## config.mk

```make
export PLATFORM = sky130hd
export DESIGN_NAME = paralelo_serial_tx
export DESIGN_NICKNAME = d
export VERILOG_FILES = /design/src/rtl/paralelo_serial_tx_pkg.sv /design/src/rtl/paralelo_serial_tx_piso_shift8.sv /design/src/rtl/paralelo_serial_tx.sv
export SDC_FILE = /design/constraint.sdc
export NUM_CORES = 1
export LEC_CHECK = 0
export ABC_AREA = 1
export ABC_CLOCK_PERIOD_IN_PS = 1000
export CORE_UTILIZATION = 43
export DETAILED_ROUTE_END_ITERATION = 16
export PLACE_DENSITY = 0.71
export SKIP_CTS_REPAIR_TIMING = 1
export SLEW_MARGIN = 10
export SYNTH_ARGS = -nofsm -noshare
export SYNTH_HDL_FRONTEND = slang
export SYNTH_SLANG_ARGS = --single-unit
```

## constraint.sdc

```tcl
create_clock -name clk_32f -period 1 [get_ports clk_32f]
set_input_delay 0.1 -clock clk_32f [delete_from_list [all_inputs] [get_ports clk_32f]]
set_output_delay 0.1 -clock clk_32f [all_outputs]
set_load 0.005 [all_outputs]
```

## src/rtl/paralelo_serial_tx_pkg.sv

```systemverilog
// paralelo_serial_tx_pkg: shared constants for the parallel-to-serial transmitter.
package paralelo_serial_tx_pkg;
   localparam logic [7:0] COM_DEF   = 8'hBC;
   localparam logic [7:0] IDLE_DEF  = 8'h7C;
   localparam int         CNT_W     = 3;
   localparam logic [0:0] ST_SYNC   = 1'b0;
   localparam logic [0:0] ST_ACTIVE = 1'b1;
endpackage

```

## src/rtl/paralelo_serial_tx_piso_shift8.sv

```systemverilog
// piso_shift8: 8-bit load/shift register with a registered MSB output.
module piso_shift8 (
   input  logic       clk_i,
   input  logic       rst_i,
   input  logic       load_i,
   input  logic [7:0] din_i,
   output logic       msb_o
);
   logic [7:0] shift_q;
   logic       msb_q;
   always_ff @(posedge clk_i) begin
      if (rst_i) begin
         shift_q <= '0;
         msb_q   <= 1'b0;
      end else if (load_i) begin
         msb_q   <= din_i[7];
         shift_q <= {din_i[6:0], 1'b0};
      end else begin
         msb_q   <= shift_q[7];
         shift_q <= {shift_q[6:0], 1'b0};
      end
   end
   assign msb_o = msb_q;
endmodule

```

## src/rtl/paralelo_serial_tx.sv

```systemverilog
// paralelo_serial_tx: byte-to-serial transmitter with comma sync, then data/idle fill.
// Define PARALELO_SERIAL_IDLE_COUNT_EN to add the saturating idle_count output.
module paralelo_serial_tx
   import paralelo_serial_tx_pkg::*;
#(
   parameter logic [7:0] COM         = COM_DEF,
   parameter logic [7:0] IDLE        = IDLE_DEF,
   parameter int         SYNC_COMMAS = 4
) (
   input  logic       clk_32f,
   input  logic       reset,
   input  logic [7:0] data_in,
   input  logic       valid_in,
   output logic       data_out,
   output logic       active,
   output logic       byte_strobe
`ifdef PARALELO_SERIAL_IDLE_COUNT_EN
   ,output logic [15:0] idle_count
`endif
);
   logic [CNT_W-1:0] cnt_q, cnt_d;
   logic [0:0]       state_q, state_d;
   logic [3:0]       comma_q, comma_d;
   logic             strobe_q;
   logic             load;
   logic [7:0]       next_byte;
   always_comb begin
      load      = cnt_q == '0;
      next_byte = (state_q == ST_ACTIVE) ? (valid_in ? data_in : IDLE) : COM;
      cnt_d     = cnt_q + 3'd1;
      comma_d   = (load && state_q == ST_SYNC) ? comma_q + 4'd1 : comma_q;
      state_d   = (load && state_q == ST_SYNC && comma_q == 4'(SYNC_COMMAS - 1)) ? ST_ACTIVE : state_q;
   end
   always_ff @(posedge clk_32f) begin
      if (reset) begin
         cnt_q    <= '0;
         state_q  <= ST_SYNC;
         comma_q  <= '0;
         strobe_q <= 1'b0;
      end else begin
         cnt_q    <= cnt_d;
         state_q  <= state_d;
         comma_q  <= comma_d;
         strobe_q <= load;
      end
   end
   piso_shift8 u_piso (
      .clk_i  (clk_32f),
      .rst_i  (reset),
      .load_i (load),
      .din_i  (next_byte),
      .msb_o  (data_out)
   );
   assign active      = state_q == ST_ACTIVE;
   assign byte_strobe = strobe_q;
`ifdef PARALELO_SERIAL_IDLE_COUNT_EN
   logic [15:0] idle_q;
   always_ff @(posedge clk_32f) begin
      if (reset)
         idle_q <= '0;
      else if (load && state_q == ST_ACTIVE && !valid_in && idle_q != 16'hFFFF)
         idle_q <= idle_q + 16'd1;
   end
   assign idle_count = idle_q;
`endif
endmodule

```

==> results of run 1 <==
state kept, by name, indices dropped and copies added, names as in the netlist:
| register | count |
|---|---|
| cnt_q | 3 |
| active | 1 |
| u_piso.shift_q | 7 |
| comma_q | 4 |
| byte_strobe | 1 |
| u_piso.msb_o | 1 |
metrics by stage:
stage / hold slack [ns] / setup TNS, ns / total power (W)
floorplan: 0.221 / 0 / 0.000942
global placement: 0.443 / -0.398 / 0.00105
detailed placement: 0.444 / -0.721 / 0.00105
CTS: 0.329 / -1.47 / 0.00142
global route: 0.357 / -1.29 / 0.00152
finish: 0.329 / -0.443 / 0.00144
worst max-delay path: stages, from the launching register on:
cell and delay, ns:
sky130_fd_sc_hd__dfxtp_2 0.34, sky130_fd_sc_hd__inv_2 0.06, sky130_fd_sc_hd__ha_4 0.14, sky130_fd_sc_hd__nand2_4 0.08, sky130_fd_sc_hd__nor2_4 0.17, sky130_fd_sc_hd__nand3_2 0.08, sky130_fd_sc_hd__nand2_1 0.08, sky130_fd_sc_hd__nor2_1 0.04
cell usage in the layout, fill, tap and decap left out:
master,netlist,layout
sky130_fd_sc_hd__dfxtp_1,17,12
sky130_fd_sc_hd__dlymetal6s2s_1,0,3
sky130_fd_sc_hd__nand3_1,3,2
sky130_fd_sc_hd__o21ai_1,6,6
sky130_fd_sc_hd__nand2_1,17,16
sky130_fd_sc_hd__nand2_4,1,1
sky130_fd_sc_hd__clkbuf_4,0,3
sky130_fd_sc_hd__ha_1,3,2
sky130_fd_sc_hd__xnor2_1,1,1
sky130_fd_sc_hd__nor2_4,1,1
sky130_fd_sc_hd__a21oi_2,3,3
sky130_fd_sc_hd__buf_6,0,1
sky130_fd_sc_hd__inv_2,4,6
sky130_fd_sc_hd__ha_4,0,1
sky130_fd_sc_hd__nor2_1,11,11
sky130_fd_sc_hd__a21oi_1,5,5
sky130_fd_sc_hd__nor3_2,0,2
sky130_fd_sc_hd__nor3_1,5,1
sky130_fd_sc_hd__inv_1,7,5
sky130_fd_sc_hd__clkbuf_1,0,1
sky130_fd_sc_hd__o21ai_0,1,1
sky130_fd_sc_hd__buf_4,0,6
sky130_fd_sc_hd__dfxtp_2,0,5
sky130_fd_sc_hd__nand3_2,0,1
sky130_fd_sc_hd__nor3_4,0,2
sky130_fd_sc_hd__nand2_2,1,2
sky130_fd_sc_hd__clkdlybuf4s50_1,0,10
routing by layer:
| layer | track usage, % | vias to the layer above | wire, um |
|---|---|---|---|
| met1 | 20.5 | 280 | 629 |
| met4 | 13.1 | 0 | 39 |
| met3 | 2.59 | 5 | 31 |
| li1 | - | 320 | - |
| met5 | 0 | - | 0 |
| met2 | 24.4 | 9 | 709 |
final cells by class:
cell class	instances	area [um2]
Clock buffer	4	26.3
Fill cell	131	519
Inverter	11	41.3
Multi-Input combinational cell	58	359
Sequential cell	17	347
Tap cell	16	20.0
Timing Repair Buffer	20	194
logic make-up (layout without fill, tap and decap cells):
kind of cell    after synthesis  in the layout  synth area share, %
compound gates               15             15                 12.5
xor+xnor                      1              1                 1.26
fa+ha+maj                     3              3                 5.42
buf+inv                      12             35                 6.68
flops                        17             17                 49.1
simple gates                 39             39                 25.1
power by group through the flow:
stage	Clock, W	Sequential, W	Combinational, W
after floorplan	0	0.000778	0.000163
after global placement	0	0.000778	0.000267
after detailed placement	0	0.000780	0.000275
after CTS	0.000384	0.000764	0.000277
after global routing	0.000401	0.000772	0.000347
final	0.000369	0.000766	0.000310
worst paths after layout:
path                                         from                end  slack (ns)
worst max-delay path                     cnt_q[1]         comma_q[3]       -0.09
worst min-delay path                   data_in[0]  u_piso.shift_q[1]        0.33
worst max register to register           cnt_q[1]         comma_q[3]       -0.09
worst min register to register  u_piso.shift_q[7]       u_piso.msb_o        0.46
==> impl_table.tex, run 1 <==
\begin{tabular}{lr}
\hline
Metric & Value \\
\hline
\multicolumn{2}{l}{\textbf{Outcome}} \\
\quad Status & complete, but fails checks \\
\quad Violations in the final reports & negative setup slack \\
\multicolumn{2}{l}{\textbf{Floorplanning}} \\
\quad Number of top-level pins & 14 \\
\quad DIE AREA & 1780 um2 \\
\quad Die extent in x & 42.2 um \\
\quad Die H & 42.2 um \\
\quad Core Footprint & 1510 um2 \\
\quad Initial core utilization & 46.0\% \\
\quad FP Rows & 14 \\
\multicolumn{2}{l}{\textbf{Synthesis}} \\
\quad Post-synthesis sequential area ratio & 49.1\% \\
\quad Share of synthesized flip-flops with an asynchronous set or reset & 0\% \\
\quad Yosys warning total & 0 \\
\quad Number of unique standard cell types used by synthesis & 17 \\
\quad Leading post-synthesis cells by instance count & sky130\_fd\_sc\_hd\_\_dfxtp\_1 (17), sky130\_fd\_sc\_hd\_\_nand2\_1 (17), sky130\_fd\_sc\_hd\_\_nor2\_1 (11), sky130\_fd\_sc\_hd\_\_inv\_1 (7), sky130\_fd\_sc\_hd\_\_o21ai\_1 (6) \\
\quad Area of the mapped netlist & 693 um2 \\
\quad Cells after synthesis & 87 \\
\quad Fraction of post-synthesis cell area in the top cell type by area & 49.1\% \\
\quad \#FFs+latches synth & 17 \\
\quad Most instantiated flip-flop cell in the synthesis netlist & sky130\_fd\_sc\_hd\_\_dfxtp\_1 \\
\quad Leading area contributor after synthesis & sky130\_fd\_sc\_hd\_\_dfxtp\_1 \\
\quad Cell types with the largest area share after synthesis & sky130\_fd\_sc\_hd\_\_dfxtp\_1 (49\%), sky130\_fd\_sc\_hd\_\_nand2\_1 (9.2\%), sky130\_fd\_sc\_hd\_\_nor2\_1 (6.0\%), sky130\_fd\_sc\_hd\_\_ha\_1 (5.4\%), sky130\_fd\_sc\_hd\_\_o21ai\_1 (4.3\%) \\
\quad Number of enable-type register cells in the synthesized netlist & 0 \\
\quad Total nets after synthesis & 101 \\
\quad Mean cell area of the mapped netlist & 7.97 um2 \\
\multicolumn{2}{l}{\textbf{Place}} \\
\quad Last weighted congestion value of the routability-driven placer & 0.762 \\
\quad Worst setup slack after placement & -0.121 ns \\
\quad Cell total after placement & 120 \\
\quad Detailed placement HPWL & 961 um \\
\quad Total cell area at the placement stage & 890 um2 \\
\quad Port Buf Inserts & 13 \\
\multicolumn{2}{l}{\textbf{Routing}} \\
\quad DRC violation total after the first TritonRoute iteration & 12 \\
\quad Routed via count & 614 \\
\quad DRC viols & 0 \\
\quad Initial DRT Pass Iterations & 4 \\
\quad Number of nets with antenna violations after routing & 0 \\
\quad Average wire per standard cell & 11.2 um \\
\quad DR vias/cell & 4.87 \\
\quad Sum of routed wire length over all layers & 1.41 mm \\
\multicolumn{2}{l}{\textbf{Critical path}} \\
\quad Critical path fanouts, max & 6 \\
\quad Reg2Reg Depth & 7 \\
\quad CP Capture Type & flop \\
\quad Sort of element at the start of the critical path & flop \\
\quad Worst endpoint data arrival time & 1.28 ns \\
\quad Required time at the worst-slack endpoint & 1.19 ns \\
\quad Path type of the worst setup path & flop to flop \\
\multicolumn{2}{l}{\textbf{Power}} \\
\quad Relative contribution of combinational cells to total power & 21.5\% \\
\quad P per Cell Area & 1460 nW/um2 \\
\quad Total internal power & 0.00105 W \\
\quad Cell leakage power & 0.442 nW \\
\quad Peak VDD IR & 0.993 mV \\
\quad Switching share of total power & 27.7\% \\
\quad Share of power burned in registers & 53.0\% \\
\quad Share of power burned in the clock network & 25.5\% \\
\quad Sw Pwr & 0.000400 W \\
\multicolumn{2}{l}{\textbf{STA}} \\
\quad Final period utilization & 109\% \\
\quad Number of failing hold endpoints at the final stage & 0 \\
\quad Max frequency & 921 MHz \\
\quad Relative slew margins & 86.6\% \\
\quad Transition at the pin with the smallest max-transition slack & 0.200 ns \\
\quad Crit path time final & 1.09 ns \\
\quad Setup repair after global routing missed its margin & true \\
\quad Final Max Tran Viols & 0 \\
\quad Post-layout worst setup margin & -0.0855 ns \\
\quad Max Clock Skew & 0.000961 ns \\
\quad Setup Viol. Count Final & 12 \\
\multicolumn{2}{l}{\textbf{Finish}} \\
\quad Count of nets after finishing & 125 \\
\quad Total non-filler cell area in the finished layout & 987 um2 \\
\quad Number of non-filler instances in the completed layout & 126 \\
\quad N\_diodes & 0 \\
\quad Growth of design area from synthesis to finish & 42.4\% \\
\quad Fraction of the core area covered by cells at the end of the flow & 65.5\% \\
\quad Share of final-layout standard cells stronger than drive strength 1 & 30.9\% \\
\multicolumn{2}{l}{\textbf{Flow run}} \\
\quad Maxcap violations & 0 \\
\multicolumn{2}{l}{\textbf{Clock network}} \\
\quad H-Tree Level Count & 1 \\
\quad Number of clock sinks & 17 \\
\quad Clock Latency Late Sink & 0.29 ns \\
\quad Max clock buf depth & 2 \\
\quad Clock buffers created by TritonCTS & 3 \\
\quad Clk pin slew, worst setup/hold paths & 0.09 ns \\
\quad Root buf cell & sky130\_fd\_sc\_hd\_\_clkbuf\_4 \\
\quad Clock tree from TritonCTS & yes \\
\multicolumn{2}{l}{\textbf{Global route}} \\
\quad All-layer global routing usage & 16.3\% \\
\quad Initial antenna violation count & 0 \\
\quad Total global routing overflow & 0 \\
\quad Maximum number of pins on one net before global-route repair & 10 \\
\quad Wire length of the first global-routing pass & 2.10 mm \\
\quad Vias in the first global route & 516 \\
\multicolumn{2}{l}{\textbf{Min path}} \\
\quad Hold Path Cell Cnt & 3 \\
\quad Min-delay worst type & input pin to flop \\
\hline
\end{tabular}
(Power assumes the default switching activity.)
==> run 2: changes to the inputs <==
CORE_UTILIZATION = 46   (was 43)
CTS_BUF_LIST = sky130_fd_sc_hd__clkbuf_4   (was default)
PLACE_DENSITY = 0.76   (was 0.71)
==> run 2 against run 1 <==
The flow still finishes with violations (negative setup slack). Sequential cell count unchanged. Final area rose by 6.1%. Sequential power increased by 0.9%. Sequential share of layout area decreased by 2.3 points. Combinational power rose by 23%. Highest routed layer unchanged.
==> impl_table.tex, run 2 (synthesis gave the netlist of run 1 again) <==
\begin{tabular}{lr}
\hline
Metric & Value \\
\hline
\multicolumn{2}{l}{\textbf{Outcome}} \\
\quad Status & complete, but fails checks \\
\quad Violations in the final reports & negative setup slack \\
\multicolumn{2}{l}{\textbf{Clock network}} \\
\quad Clock Latency Late Sink & 0.30 ns \\
\quad Clk pin slew, worst setup/hold paths & 0.10 ns \\
\quad H-Tree Level Count & 1 \\
\quad Root buf cell & sky130\_fd\_sc\_hd\_\_clkbuf\_4 \\
\quad Max clock buf depth & 2 \\
\quad Number of clock sinks & 17 \\
\quad Clock buffers created by TritonCTS & 3 \\
\quad Clock tree from TritonCTS & yes \\
\multicolumn{2}{l}{\textbf{Finish}} \\
\quad Largest registers & u\_piso.shift\_q: 7 flops, comma\_q: 4 flops, cnt\_q: 3 flops \\
\quad Count of nets after finishing & 125 \\
\quad Flip-flop count of the largest register, all copies and words added & 7 \\
\quad Largest register by flop count & u\_piso.shift\_q \\
\quad Commonest non-fill, non-tap cells in the layout & sky130\_fd\_sc\_hd\_\_dfxtp\_1 (14), sky130\_fd\_sc\_hd\_\_nand2\_1 (13), sky130\_fd\_sc\_hd\_\_nor2\_1 (10), sky130\_fd\_sc\_hd\_\_clkdlybuf4s50\_1 (10) \\
\quad Share of final-layout standard cells stronger than drive strength 1 & 39.1\% \\
\quad Most common cell after layout, fill and taps aside & sky130\_fd\_sc\_hd\_\_dfxtp\_1 \\
\quad Growth of design area from synthesis to finish & 51.1\% \\
\quad Total non-filler cell area in the finished layout & 1050 um2 \\
\quad N\_diodes & 0 \\
\multicolumn{2}{l}{\textbf{STA}} \\
\quad Max frequency & 863 MHz \\
\quad Max Clock Skew & 0.00371 ns \\
\quad Final Max Tran Viols & 0 \\
\quad Minimum hold slack & 0.341 ns \\
\quad Final period utilization & 116\% \\
\quad Setup TNS & -0.782 ns \\
\quad Setup Viol. Count Final & 11 \\
\quad Post-layout worst setup margin & -0.159 ns \\
\quad Relative slew margins & 86.2\% \\
\quad Setup repair after global routing missed its margin & true \\
\quad Number of failing hold endpoints at the final stage & 0 \\
\quad Transition at the pin with the smallest max-transition slack & 0.207 ns \\
\quad Crit path time final & 1.16 ns \\
\multicolumn{2}{l}{\textbf{Critical path}} \\
\quad Number of buffers and inverters on the critical path & 1 \\
\quad Required time at the worst-slack endpoint & 1.22 ns \\
\quad Critical path fanouts, max & 6 \\
\quad Path type of the worst setup path & flop to flop \\
\quad Worst endpoint data arrival time & 1.38 ns \\
\quad Cells along the critical path & inv\_2 > ha\_4 > nand2\_8 > nor2\_4 > a21oi\_1 > nor2\_1 \\
\quad Critical path depth in cells & 6 \\
\quad Slowest cell on the critical path & sky130\_fd\_sc\_hd\_\_dfxtp\_2 \\
\quad CP Capture Type & flop \\
\quad Max incr delay on CP & 0.33 ns \\
\quad Worst setup slack for register-to-register paths & -0.16 ns \\
\quad Cell type group with the largest total delay on the critical path & simple AND/OR/NAND/NOR gates \\
\quad Sort of element at the start of the critical path & flop \\
\quad Reg2Reg Depth & 6 \\
\multicolumn{2}{l}{\textbf{Global route}} \\
\quad Wire length of the first global-routing pass & 1.92 mm \\
\quad Total global routing overflow & 0 \\
\quad Vias in the first global route & 497 \\
\quad Maximum number of pins on one net before global-route repair & 10 \\
\quad Initial antenna violation count & 0 \\
\quad All-layer global routing usage & 18.5\% \\
\multicolumn{2}{l}{\textbf{Floorplanning}} \\
\quad Number of top-level pins & 14 \\
\quad Die extent in x & 40.8 um \\
\quad Core Footprint & 1350 um2 \\
\quad Initial core utilization & 51.3\% \\
\quad FP Rows & 13 \\
\quad Die H & 40.8 um \\
\quad DIE AREA & 1670 um2 \\
\multicolumn{2}{l}{\textbf{Power}} \\
\quad Peak VDD IR & 1.37 mV \\
\quad P per Cell Area & 1490 nW/um2 \\
\quad Total chip power & 0.00156 W \\
\quad Cell leakage power & 0.452 nW \\
\multicolumn{2}{l}{\textbf{Min path}} \\
\quad Min-delay worst type & input pin to flop \\
\quad Hold Path Cell Cnt & 3 \\
\multicolumn{2}{l}{\textbf{Routing}} \\
\quad DR vias/cell & 5.11 \\
\quad DRC viols & 0 \\
\quad Initial DRT Pass Iterations & 2 \\
\quad Routed via count & 639 \\
\quad Sum of routed wire length over all layers & 1.78 mm \\
\quad Average wire per standard cell & 14.2 um \\
\quad Number of nets with antenna violations after routing & 0 \\
\quad DRC violation total after the first TritonRoute iteration & 9 \\
\multicolumn{2}{l}{\textbf{Place}} \\
\quad Total cell area at the placement stage & 903 um2 \\
\quad Detailed placement HPWL & 1.02 mm \\
\quad Last weighted congestion value of the routability-driven placer & 0.648 \\
\quad Port Buf Inserts & 13 \\
\quad Worst setup slack after placement & -0.113 ns \\
\multicolumn{2}{l}{\textbf{Flow run}} \\
\quad Maxcap violations & 0 \\
\hline
\end{tabular}
run 2: cell types whose count changed in the layout (fill, tap and decap cells not counted), moves of 2 or more:
cell | before | now
sky130_fd_sc_hd__dfxtp_1 | 12 | 14
sky130_fd_sc_hd__nand2_1 | 16 | 13
sky130_fd_sc_hd__o21ai_2 | 0 | 3
sky130_fd_sc_hd__dfxtp_2 | 5 | 3
sky130_fd_sc_hd__nand2_2 | 2 | 5
sky130_fd_sc_hd__o21ai_1 | 6 | 3
run 2: worst paths after layout:
check / from / to
worst min-delay path: data_in[0] / u_piso.shift_q[1]
worst min register to register: u_piso.shift_q[7] / u_piso.msb_o
worst max-delay path: cnt_q[0] / comma_q[3]
worst max register to register: cnt_q[0] / comma_q[3]
run 2: worst reg2reg max path, stage by stage, from the launching register on:
cell	delay (ns)
sky130_fd_sc_hd__dfxtp_2	0.33
sky130_fd_sc_hd__inv_2	0.06
sky130_fd_sc_hd__ha_4	0.16
sky130_fd_sc_hd__nand2_8	0.09
sky130_fd_sc_hd__nor2_4	0.20
sky130_fd_sc_hd__a21oi_1	0.10
sky130_fd_sc_hd__nor2_1	0.15
run 2: final cells by class:
class	instances	area, um2
sequential	17	344
multi-input combinational	58	403
timing repair buffer	20	198
tap	15	18.8
clock buffer	4	30.0
inverter	11	53.8
fill	93	303
run 2: metal layers:
metal / part of all wire (%) / GRT usage (%) / vias up / wire, um
met2: 52 / 28.1 / 13 / 922
met4: 3.5 / 15.0 / 0 / 63
met5: 0 / 0 / - / 0
met3: 2.6 / 4.89 / 7 / 47
li1: - / - / 325 / -
met1: 42 / 21.6 / 294 / 744
run 2: stage by stage:
step | cells | util (%)
floorplan | 87 | -
global placement | 121 | 66.9
detailed placement | 121 | 66.9
CTS | 125 | 69.1
global route | 125 | 77.6
finish | 125 | 77.6
run 2: power by group:
part / switching, W / internal (W)
clock network: 0.000219 / 0.000183
logic: 0.000205 / 0.000176
registers: 0.0000343 / 0.000739
